**config.mk**
```make
export PLATFORM = sky130hd
export DESIGN_NAME = cla_addsub_pipe
export DESIGN_NICKNAME = d
export VERILOG_FILES = /design/src/rtl/cla_addsub_pipe.sv
export SDC_FILE = /design/constraint.sdc
export NUM_CORES = 1
export LEC_CHECK = 0
export BUFFER_PORTS_ARGS = -buffer_cell sky130_fd_sc_hd__buf_2
export CAP_MARGIN = 0
export CORE_ASPECT_RATIO = 0.7
export CORE_MARGIN = 5
export CORE_UTILIZATION = 45
export DETAILED_ROUTE_END_ITERATION = 16
export PLACE_DENSITY = 0.66
export SKIP_LAST_GASP = 1
export SYNTH_ARGS = -nofsm -noshare
export SYNTH_HDL_FRONTEND = slang
export SYNTH_SLANG_ARGS = --single-unit
```
**constraint.sdc**
```tcl
create_clock -name clk -period 5.8 [get_ports clk]
set_input_delay 0.58 -clock clk [delete_from_list [all_inputs] [get_ports clk]]
set_output_delay 0.58 -clock clk [all_outputs]
set_load 0.03 [all_outputs]
```
**src/rtl/cla_addsub_pipe.sv**
```systemverilog
// Pipelined carry-lookahead adder/subtractor: one BLK-bit lookahead slice per stage, valid/ready handshake.
// Optional macro CLA_ADDSUB_SAT_EN: saturate s on signed overflow instead of wrapping.

module cla_slice #(
    parameter int BLK = 4
) (
    input  logic [BLK-1:0] a,
    input  logic [BLK-1:0] b,
    input  logic           ci,
    output logic [BLK-1:0] sum,
    output logic           co,
    output logic           gp,
    output logic           gg,
    output logic           cmsb
);
    logic [BLK-1:0] p, g;
    logic [BLK:0]   c;

    assign p = a ^ b;
    assign g = a & b;

    // Every carry is a flat sum-of-products over p/g/ci; no carry feeds another.
    always_comb begin
        logic acc;
        logic term;
        c    = '0;
        gg   = 1'b0;
        acc  = 1'b0;
        term = 1'b0;
        for (int i = 0; i <= BLK; i++) begin
            acc = ci;
            for (int m = 0; m < i; m++) acc = acc & p[m];
            for (int j = 0; j < i; j++) begin
                term = g[j];
                for (int m = j + 1; m < i; m++) term = term & p[m];
                acc = acc | term;
            end
            c[i] = acc;
        end
        for (int j = 0; j < BLK; j++) begin
            term = g[j];
            for (int m = j + 1; m < BLK; m++) term = term & p[m];
            gg = gg | term;
        end
    end

    assign gp   = &p;
    assign co   = c[BLK];
    assign cmsb = c[BLK-1];
    assign sum  = p ^ c[BLK-1:0];
endmodule

module cla_addsub_pipe #(
    parameter int WIDTH = 16,
    parameter int BLK   = 4
) (
    input  logic                 clk,
    input  logic                 rst,
    input  logic                 in_valid,
    output logic                 in_ready,
    input  logic [WIDTH-1:0]     a,
    input  logic [WIDTH-1:0]     b,
    input  logic                 cin,
    input  logic                 sub,
    output logic                 out_valid,
    input  logic                 out_ready,
    output logic [WIDTH-1:0]     s,
    output logic                 cout,
    output logic                 ovf,
    output logic [WIDTH/BLK-1:0] grp_p,
    output logic [WIDTH/BLK-1:0] grp_g
);
    localparam int L = WIDTH / BLK;

    // Rank k holds operands and the sum of slices 0..k-1; rank L is the output register.
    logic [L:0]            vld_pipe;
    logic [L-1:0][WIDTH-1:0] a_r, b_r;
    logic [L:0][WIDTH-1:0] s_r;
    logic [L:0]            c_r;
    logic [L:0][L-1:0]     gp_r, gg_r;
    logic                  cm_r;

    logic [L-1:0][BLK-1:0] sl_sum;
    logic [L-1:0]          sl_co, sl_gp, sl_gg, sl_cm;
    logic                  adv;
    logic                  ovf_w;
    logic                  unused_bits;

    assign adv      = !(vld_pipe[L] && !out_ready);
    assign in_ready = adv;

    generate
        for (genvar k = 0; k < L; k++) begin : g_slice
            cla_slice #(.BLK(BLK)) u_slice (
                .a    (a_r[k][k*BLK +: BLK]),
                .b    (b_r[k][k*BLK +: BLK]),
                .ci   (c_r[k]),
                .sum  (sl_sum[k]),
                .co   (sl_co[k]),
                .gp   (sl_gp[k]),
                .gg   (sl_gg[k]),
                .cmsb (sl_cm[k])
            );
        end
    endgenerate

    always_ff @(posedge clk or posedge rst) begin
        if (rst) begin
            vld_pipe <= '0;
            a_r      <= '0;
            b_r      <= '0;
            s_r      <= '0;
            c_r      <= '0;
            gp_r     <= '0;
            gg_r     <= '0;
            cm_r     <= 1'b0;
        end else if (adv) begin
            vld_pipe[0] <= in_valid;
            if (in_valid) begin
                a_r[0]  <= a;
                b_r[0]  <= sub ? ~b : b;
                c_r[0]  <= sub | cin;
                s_r[0]  <= '0;
                gp_r[0] <= '0;
                gg_r[0] <= '0;
            end
            for (int k = 0; k < L; k++) begin
                vld_pipe[k+1] <= vld_pipe[k];
                if (vld_pipe[k]) begin
                    if (k + 1 < L) begin
                        a_r[k+1] <= a_r[k];
                        b_r[k+1] <= b_r[k];
                    end
                    s_r[k+1]                <= s_r[k];
                    s_r[k+1][k*BLK +: BLK]  <= sl_sum[k];
                    c_r[k+1]                <= sl_co[k];
                    gp_r[k+1]               <= gp_r[k];
                    gp_r[k+1][k]            <= sl_gp[k];
                    gg_r[k+1]               <= gg_r[k];
                    gg_r[k+1][k]            <= sl_gg[k];
                    if (k == L - 1) cm_r    <= sl_cm[k];
                end
            end
        end
    end

    assign ovf_w     = c_r[L] ^ cm_r;
    assign out_valid = vld_pipe[L];
    assign cout      = c_r[L];
    assign ovf       = ovf_w;
    assign grp_p     = gp_r[L];
    assign grp_g     = gg_r[L];

`ifdef CLA_ADDSUB_SAT_EN
    // On overflow A and the effective B share a sign, which is the inverse of the wrapped MSB.
    always_comb begin
        s = s_r[L];
        if (ovf_w) s = s_r[L][WIDTH-1] ? {1'b0, {(WIDTH-1){1'b1}}} : {1'b1, {(WIDTH-1){1'b0}}};
    end
`else
    assign s = s_r[L];
`endif

    assign unused_bits = ^{a_r[L-1], b_r[L-1], sl_cm};
endmodule

```
==> results of run 1 <==
[kinds of logic after synthesis]
logic type	synth area share, %
buffers and inverters	5.131
DFF	56.55
and+or+nand+nor	2.753
AOI/OAI and AO/OA	9.719
adders and majority gates	4.944
xor gates and xnor gates	2.753
muxes	18.15
[through the flow]
step / instance area, sq um / hold WS (ns)
final: 7636 / 0.3412
after global routing: 7636 / 0.3830
after CTS: 7636 / 0.3689
after detailed placement: 6968 / 0.4879
after global placement: 6968 / 0.4822
after floorplan: 6681 / 0.4683
[worst paths after layout]
path	to	slack (ns)	cells past startpoint
max	in_ready	3.51	4
min	s[3]$_DFFE_PP0P_	0.34	2
max reg2reg	a_r[42]$_DFFE_PP0P_	3.57	5
min reg2reg	s[3]$_DFFE_PP0P_	0.50	1
max in group asynchronous	b_r[30]$_DFFE_PP0P_	4.23	3
min in group clk	a_r[8]$_DFFE_PP0P_	0.40	2
[report_power, final]
group / internal [W] / total (W) / switching, W
registers: 0.00154 / 0.00186 / 0.000324
logic: 0.000875 / 0.00183 / 0.000955
clock network: 0.000817 / 0.00123 / 0.000411
[final cells by class]
cell class                 count  area, sq um
fill                        1245         6993
clock buffer                  19        442.9
tap                          195        244.0
sequential                   151         3779
clock inverter                13        225.2
timing repair buffer          69        355.3
inverter                       6        30.03
multi-input combinational    293         2560
[metal layers]
| layer | global-route usage (%) | wire [um] |
|---|---|---|
| met5 | 0 | 0 |
| met4 | 4.898 | 160 |
| met2 | 20.89 | 5174 |
| met3 | 3.380 | 527 |
| met1 | 23.99 | 6772 |
[worst max-delay path: stages (launching register included)]
cell	delay, ns
dfrtp_1	0.37
nor2b_2	0.15
buf_4	0.22
inv_4	0.27
buf_2	0.27
[synthesized netlist by cell type, drive strengths merged (7+ instances only)]
master	count	area, sq um
o21ai	31	155.2
nor3	7	35.03
buf	39	295.3
a21oi	40	200.2
nand2	13	48.80
o31ai	8	60.06
o22a	8	70.07
dfrtp	151	3779
o21a	11	82.58
ha	20	250.2
xnor2	20	175.2
mux2	104	1212
[layout by cell type (no fill, tap or decap), types with 4 or more instances in the layout]
master     instances
ha_1              20
o21a_1            11
nand2_1           13
clkbuf_16         17
o31ai_1            8
or3_1              4
o21ai_0           31
nand4_1            4
buf_4              4
fa_1               4
inv_1              4
xnor2_1           20
nor3_1             7
o22a_1             8
mux2_4            11
buf_2             65
a21o_1             4
a21oi_1           40
mux2_2            93
dfrtp_1          151
clkinv_2           4
bufinv_16          6
[state kept, by name, summed over array words and instances (netlist names)]
register  flops
a_r          40
b_r          40
s_r          24
s            16
gg_r          6
gp_r          6
c_r           5
vld_pipe      5
grp_g         4
grp_p         4
cm_r          1
==> metrics.txt, run 1 <==
outcome finished, final reports clean; Overall Power 0.004920 W; Clock Path Buffers 2; CTS Root Cell clkbuf_16; Worst Path Required 5.22 ns; vias post-DR 3895; drt wl/cell 16.93 um; CTS Hold Bufs 0; RSZ-0062 raised after global routing false; Residual DRC 0; vias in the first global route 4062; Max Cap Viol 0; Setup TNS 0 ns; #FFs+latches synth 151; ys async rst share 100.0%; total of warnings raised by yosys 0; Port Buffer Count 65; Clock Skew 0.009300 ns; Critical Path Start vld_pipe[4]$_DFFE_PP0N_; Chip Width 155.6 um; synthesized area per cell 13.50 sq um; layout cells sized above 1 38.11%; relative slew slack 42.61%; GRT overflow 0; Floorplan Core Area 14630 sq um; Setup crit end kind primary output; routed vias/inst 5.221; Reg-to-Reg Start vld_pipe[4]$_DFFE_PP0N_; FMAX 0.4361 GHz; post-cts sizing count 0; main flop type after synthesis dfrtp_1; Final min period 2.293 ns; Rows 37; Crit Path Max Fanout 28; Post-Synthesis Cells 495; crit start category flip-flop; global-route wire length before repair 21330 um; post-synth cell types 33; sequential area share after synthesis 56.55%; placed cell count 714; clk sinks 151; Synth Cell Area 6681 sq um; Nets 600; final non-filler cell total 746; Area Growth Syn to Fin 14.29%; Place WS 3.284 ns; hold crit path type input pin to asynchronous set/reset pin; Final Setup Violations 0; Routed Wire Length 12630 um; RePlAce Congestion 0.7600; Power Density 644.3 nW/um^2; initial antenna violation count 0; CTS Buf Count 17; Final period util 39.54%; final hold viol count 0; Worst EP arrival 1.71 ns; CTS tree yes; pin count of the biggest net entering global routing 97; worst vdd ir 0.2622 mV; leakage power 3.390 nW; I/O Pins 66; Worst-path clk slew 0.06 ns; die height 111.9 um; Die ar. 17420 sq um; Worst-Skew Late Latency 0.41 ns; critical path type flip-flop to primary output; Synth Net Count 557; Global Route Usage Sum 15.29%; postcts setup bufs 0; DR iter-0 viols 135; final slew viol count 0; dpl hpwl 9129 um; starting density of the core 45.67%; PnR worst setup slack 3.507 ns; EDFF count, synth 0; ANT cells 0; TritonRoute pass-1 iters 4; Least-Margin Pin Slew 0.8588 ns; Post-Route Utilization 52.20%; Routed Antenna Nets 0; H-tree levels 4
Power figures use the tool's default switching activity.
==> run 2, diff against run 1 <==
==> constraint.sdc (replaced) <==
create_clock -name clk -period 2.4 [get_ports clk]
set_input_delay 0.24 -clock clk [delete_from_list [all_inputs] [get_ports clk]]
set_output_delay 0.24 -clock clk [all_outputs]
set_load 0.03 [all_outputs]
==> run 2 against run 1 <==
Critical path depth is the same. Non-clock buffer count up 7. Register-to-register slack worse by 3.0 ns. Cell count grew 0.67%. Critical endpoint is now a_r[11]$_DFFE_PP0P_. Largest cell class unchanged.
==> metrics.txt, run 2 (same netlist as run 1, synthesis figures left out) <==
Setup TNS 0 ns (unchanged); Final min period 1.845 ns; Die ar. 17420 sq um (unchanged); global-route wire length before repair 21310 um (about the same); layout cells sized above 1 38.13% (about the same); Chip Width 155.6 um (unchanged); TritonRoute pass-1 iters 4 (unchanged); final hold viol count 0 (unchanged); Final period util 76.87%; Worst-Skew Late Latency 0.42 ns (about the same); relative slew slack 59.14% (+17 points); Power Density 1524 nW/um^2 (+140%); final slew viol count 0 (unchanged); GRT overflow 0 (unchanged); postcts setup bufs 0 (unchanged); placed inst area 7037 sq um (+0.99%); RSZ-0062 raised after global routing false; Reg2Reg Depth 4 (-1); Least-Margin Pin Slew 0.6116 ns (-0.2472 ns); drt wl/cell 17.17 um (+1.4%); vias in the first global route 4012 (-1.2%); crit start category flip-flop; Largest regs a_r x40, b_r x40, s_r x24; Worst-path clk slew 0.06 ns (about the same); Final Setup Violations 0 (unchanged); ANT cells 0 (unchanged); leakage power 3.382 nW (-0.23%); Rows 37 (unchanged); CTS Buf Count 17 (unchanged); post-route design area 7635 sq um (about the same); worst vdd ir 0.6547 mV (+150%); Routed Antenna Nets 0 (unchanged); Clock Skew 0.009282 ns (-0.00001782 ns); Crit Path Max Fanout 34 (+21%); hold depth 2; dpl hpwl 9220 um (+1.0%); vias post-DR 3894 (-0.026%); critical path type flip-flop to flip-flop; Clock Path Buffers 2 (unchanged); Area Growth Syn to Fin 14.27% (about the same); H-tree levels 4 (unchanged); # fillers 1271 (+2.1%); outcome finished, final reports clean; post-cts sizing count 0 (unchanged); routed vias/inst 5.185 (-0.69%); critical path, cell by cell nor2b_2 -> inv_4 -> and2_4 -> mux2_2; Floorplan Core Area 14630 sq um (unchanged); hold crit path type input pin to flip-flop; RePlAce Congestion 0.7941 (+4.5%); Global Route Usage Sum 15.44% (+0.15 points); delay-heaviest family, CP simple AND/OR/NAND/NOR gates; Setup crit end kind flip-flop; clk sinks 151 (unchanged); starting density of the core 45.67% (unchanged); die height 111.9 um (unchanged); Port Buffer Count 65 (unchanged); Nets 607 (+1.2%); Routed Wire Length 12890 um (+2.0%); WP depth 4 (unchanged); FMAX 0.5420 GHz; initial antenna violation count 0 (unchanged); I/O Pins 66 (unchanged); Worst EP arrival 2.14 ns (+0.43 ns); slowest CP cell and2_4; Crit path buffers/inverters 1 (-2); DR iter-0 viols 171 (+27%); most frequent cells in the layout dfrtp_1, mux2_2, buf_2, a21oi_1, o21ai_0; pin count of the biggest net entering global routing 57 (-41%); Crit path largest cell delay 0.52 ns (+0.15 ns); commonest non-fill, non-tap cell in the layout dfrtp_1; Worst Path Required 2.70 ns (-2.52 ns); CTS Root Cell clkbuf_16; CTS tree yes; Max Cap Viol 0 (unchanged); Residual DRC 0 (unchanged); CTS Hold Bufs 1 (+1)
run 2: final timing paths:
| path | slack [ns] | end | start |
|---|---|---|---|
| setup / recovery | 0.56 | a_r[11]$_DFFE_PP0P_ | vld_pipe[4]$_DFFE_PP0N_ |
| hold / removal | 0.05 | a_r[6]$_DFFE_PP0P_ | a[6] |
| min in group asynchronous | 0.45 | gg_r[13]$_DFFE_PP0P_ | rst |
| max in group asynchronous | 1.18 | a_r[0]$_DFFE_PP0P_ | rst |
| setup reg to reg | 0.56 | a_r[11]$_DFFE_PP0P_ | vld_pipe[4]$_DFFE_PP0N_ |
| hold reg to reg | 0.50 | grp_p[1]$_DFFE_PP0P_ | grp_p[1]$_DFFE_PP0P_ |
run 2: area by class of cell:
class	count	area (sq um)	area share, %
inverter	6	28.78	0.3769
tap	195	244.0	3.196
clock inverter	8	123.9	1.622
timing repair buffer	76	435.4	5.703
clock buffer	22	464.2	6.080
sequential	151	3779	49.49
multi-input combinational	293	2560	33.53
run 2: power by group:
part,internal [W],switching (W)
Combinational,0.00215,0.00235
Sequential,0.00372,0.000766
Clock,0.00168,0.000978
Total,0.00754,0.00409
run 2: stage by stage:
step	hold slack (ns)	instances	total power, W	worst slack (ns)	util (%)
global placement	0.3303	720	0.008778	0.6138	48.10
CTS	0.03878	751	0.01172	0.5508	52.19
global route	0.04091	751	0.01237	0.4664	52.19
detailed placement	0.3442	720	0.009005	0.5680	48.10
finish	0.05421	751	0.01164	0.5551	52.19
floorplan	0.3881	495	0.008034	0.2570	-
run 2: per-layer routing:
metal	vias to the layer above	part of all wire, %	wire length, um	global-route usage (%)
li1	1852	-	-	-
met1	1928	53	6833	24.34
met2	99	41	5241	20.46
met3	15	4.8	617	3.419
met4	0	1.5	199	6.006
met5	-	0	0	0
==> run 3, diff against run 2 <==
--- a/config.mk
+++ b/config.mk
@@ -11,7 +11,7 @@
 export CORE_MARGIN = 5
 export CORE_UTILIZATION = 45
 export DETAILED_ROUTE_END_ITERATION = 16
-export PLACE_DENSITY = 0.66
+export PLACE_DENSITY = 0.69
 export SKIP_LAST_GASP = 1
 export SYNTH_ARGS = -nofsm -noshare
 export SYNTH_HDL_FRONTEND = slang
==> constraint.sdc (replaced) <==
create_clock -name clk -period 1.63 [get_ports clk]
set_input_delay 0.163 -clock clk [delete_from_list [all_inputs] [get_ports clk]]
set_output_delay 0.163 -clock clk [all_outputs]
set_load 0.03 [all_outputs]
==> run 3 against run 2 <==
Routed wire length up 0.72%. Non-clock buffer count up 42. Worst hold slack worse by 0.029 ns. Critical endpoint is now s_r[19]$_DFFE_PP0P_. Flip-flop and latch count is the same. Largest cell class unchanged. Global-route usage grew 0.44 points.
==> metrics.txt, run 3 (same netlist as run 1, synthesis figures left out) <==
drt wl/cell 16.33 um (-4.9%); Crit path buffers/inverters 0 (-1); Worst EP arrival 1.94 ns (-0.20 ns); vias post-DR 4018 (+3.2%); clock group share of total power 22.0% (-0.8 points); Crit path largest cell delay 0.39 ns (-0.13 ns); H-tree levels 4 (unchanged); R2R setup slack 0.01 ns (-0.54 ns); Power Density 2184 nW/um^2 (+43%); crit start category flip-flop; leakage power 3.606 nW (+6.6%); Final period util 99.15% (+22 points); Place WS 0.004745 ns (-0.5633 ns); Port Buffer Count 65 (unchanged); final hold viol count 0 (unchanged); Crit Path Max Fanout 2 (-94%); internal power 0.01161 W (+54%); DR iter-0 viols 210 (+23%); CTS Root Cell clkbuf_16; Die ar. 17420 sq um (unchanged); P_sw 0.006162 W (+51%); outcome finished, final reports clean; final non-filler cell total 795 (+5.9%); Rows 37 (unchanged); Least-Margin Pin Slew 0.5061 ns (-0.1055 ns); critical path, cell by cell ha_1 -> ha_2 -> o211a_1 -> o21a_1 -> o31ai_1; most frequent cells in the layout dfrtp_1, mux2_2, buf_2, a21oi_1, o21ai_0; global-route wire length before repair 22140 um (+3.9%); register share of total power 36.8% (-1.7 points); Overall Power 0.01777 W (+53%); ANT cells 0 (unchanged); FMAX 0.6188 GHz (+14%); combinational power share 41.2% (+2.5 points); starting density of the core 45.67% (unchanged); I/O Pins 66 (unchanged); Largest regs a_r x40, b_r x40, s_r x24; vias in the first global route 4187 (+4.4%); Worst Path Required 1.95 ns (-0.75 ns); final slew viol count 0 (unchanged); placed cell count 742 (+3.1%); die height 111.9 um (unchanged); Chip Width 155.6 um (unchanged); Clock Skew 0.008901 ns (-0.0003816 ns); Final min period 1.616 ns (-0.2288 ns); pin count of the biggest net entering global routing 50 (-12%); Residual DRC 0 (unchanged); Area Growth Syn to Fin 21.80%; Max Cap Viol 0 (unchanged); CTS Buf Count 17 (unchanged); delay-heaviest family, CP compound AO/OA/AOI/OAI gates; RSZ-0062 raised after global routing true; Routed Antenna Nets 0 (unchanged); critical path type flip-flop to flip-flop; Nets 649 (+6.9%); layout cells sized above 1 41.50% (+3.4 points); initial antenna violation count 0 (unchanged); clk sinks 151 (unchanged); TritonRoute pass-1 iters 4 (unchanged); PnR worst setup slack 0.01393 ns (-0.5412 ns); routed vias/inst 5.054 (-2.5%); GRT overflow 0 (unchanged); hold crit path type input pin to flip-flop; Worst-Skew Late Latency 0.42 ns (about the same); CTS tree yes; slowest CP cell dfrtp_1; Global Route Usage Sum 15.89% (+0.44 points); Floorplan Core Area 14630 sq um (unchanged); Setup crit end kind flip-flop; Worst-path clk slew 0.06 ns (about the same); commonest non-fill, non-tap cell in the layout dfrtp_1; Switching Share 34.67% (-0.50 points); RePlAce Congestion 0.8121 (+2.3%); dpl hpwl 9515 um (+3.2%); relative slew slack 66.19% (+7.1 points); Final Setup Violations 0 (unchanged); Routed Wire Length 12980 um (+0.72%); Clock Path Buffers 2 (unchanged); worst vdd ir 0.9085 mV (+39%)
-- run 3: path summary, 6_finish.rpt --
| path | cells after the start | from | endpoint |
|---|---|---|---|
| min reg2reg | 1 | s[11]$_DFFE_PP0P_ | s[11]$_DFFE_PP0P_ |
| max in group asynchronous | 4 | rst | grp_p[2]$_DFFE_PP0P_ |
| max reg2reg | 5 | a_r[0]$_DFFE_PP0P_ | s_r[19]$_DFFE_PP0P_ |
| min | 3 | cin | c_r[0]$_DFFE_PP0P_ |
| min in group asynchronous | 3 | rst | s_r[53]$_DFFE_PP0P_ |
| max | 5 | a_r[0]$_DFFE_PP0P_ | s_r[19]$_DFFE_PP0P_ |
-- run 3: layout make-up --
class | instances | area [sq um]
Multi-Input combinational cell | 293 | 2615
Inverter | 6 | 28.78
Clock inverter | 12 | 152.6
Timing Repair Buffer | 118 | 872.1
Sequential cell | 151 | 3779
Fill cell | 1242 | 6491
Clock buffer | 20 | 446.7
Tap cell | 195 | 244.0
-- run 3: power groups by stage --
stage          registers [W]  logic, W  clock network, W
2_1_floorplan        0.00620   0.00564                 0
3_3_place_gp         0.00649   0.00681                 0
3_5_place_dp         0.00658   0.00706                 0
4_1_cts              0.00653   0.00722           0.00399
5_1_grt              0.00674   0.00810           0.00419
6_report             0.00654   0.00732           0.00391
-- run 3: timing repair --
action	CTS	global route
pin swaps	5	8
endpoints found under the setup margin	7	13
endpoints found under the hold margin	31	0
setup buffers	2	2
gates resized for setup	6	6
hold buffers	17	0
-- run 3: per-layer routing --
metal,track usage [%],vias to the layer above,wire [um]
li1,-,1937,-
met1,24.07,1978,6539
met2,22.19,95,5584
met3,4.545,8,719
met4,4.548,0,141
met5,0,-,0
-- run 3: stage by stage --
step / hold slack (ns) / util [%] / TNS, ns / instance area (sq um)
2_1_floorplan: 0.3111 / - / -67.44 / 6691
3_3_place_gp: 0.2270 / 49.78 / 0 / 7282
3_5_place_dp: 0.2204 / 49.78 / 0 / 7282
4_1_cts: 0.006004 / 55.25 / 0 / 8083
5_1_grt: 0.03495 / 55.63 / -0.2442 / 8138
6_report: 0.02492 / 55.63 / 0 / 8138
-- run 3: worst reg2reg max path, delay by kind of cell (launching register included) --
family | cells | cell delay, ns
DFF | 1 | 0.39
adders and majority gates | 2 | 0.52
AOI/OAI and AO/OA | 3 | 0.63
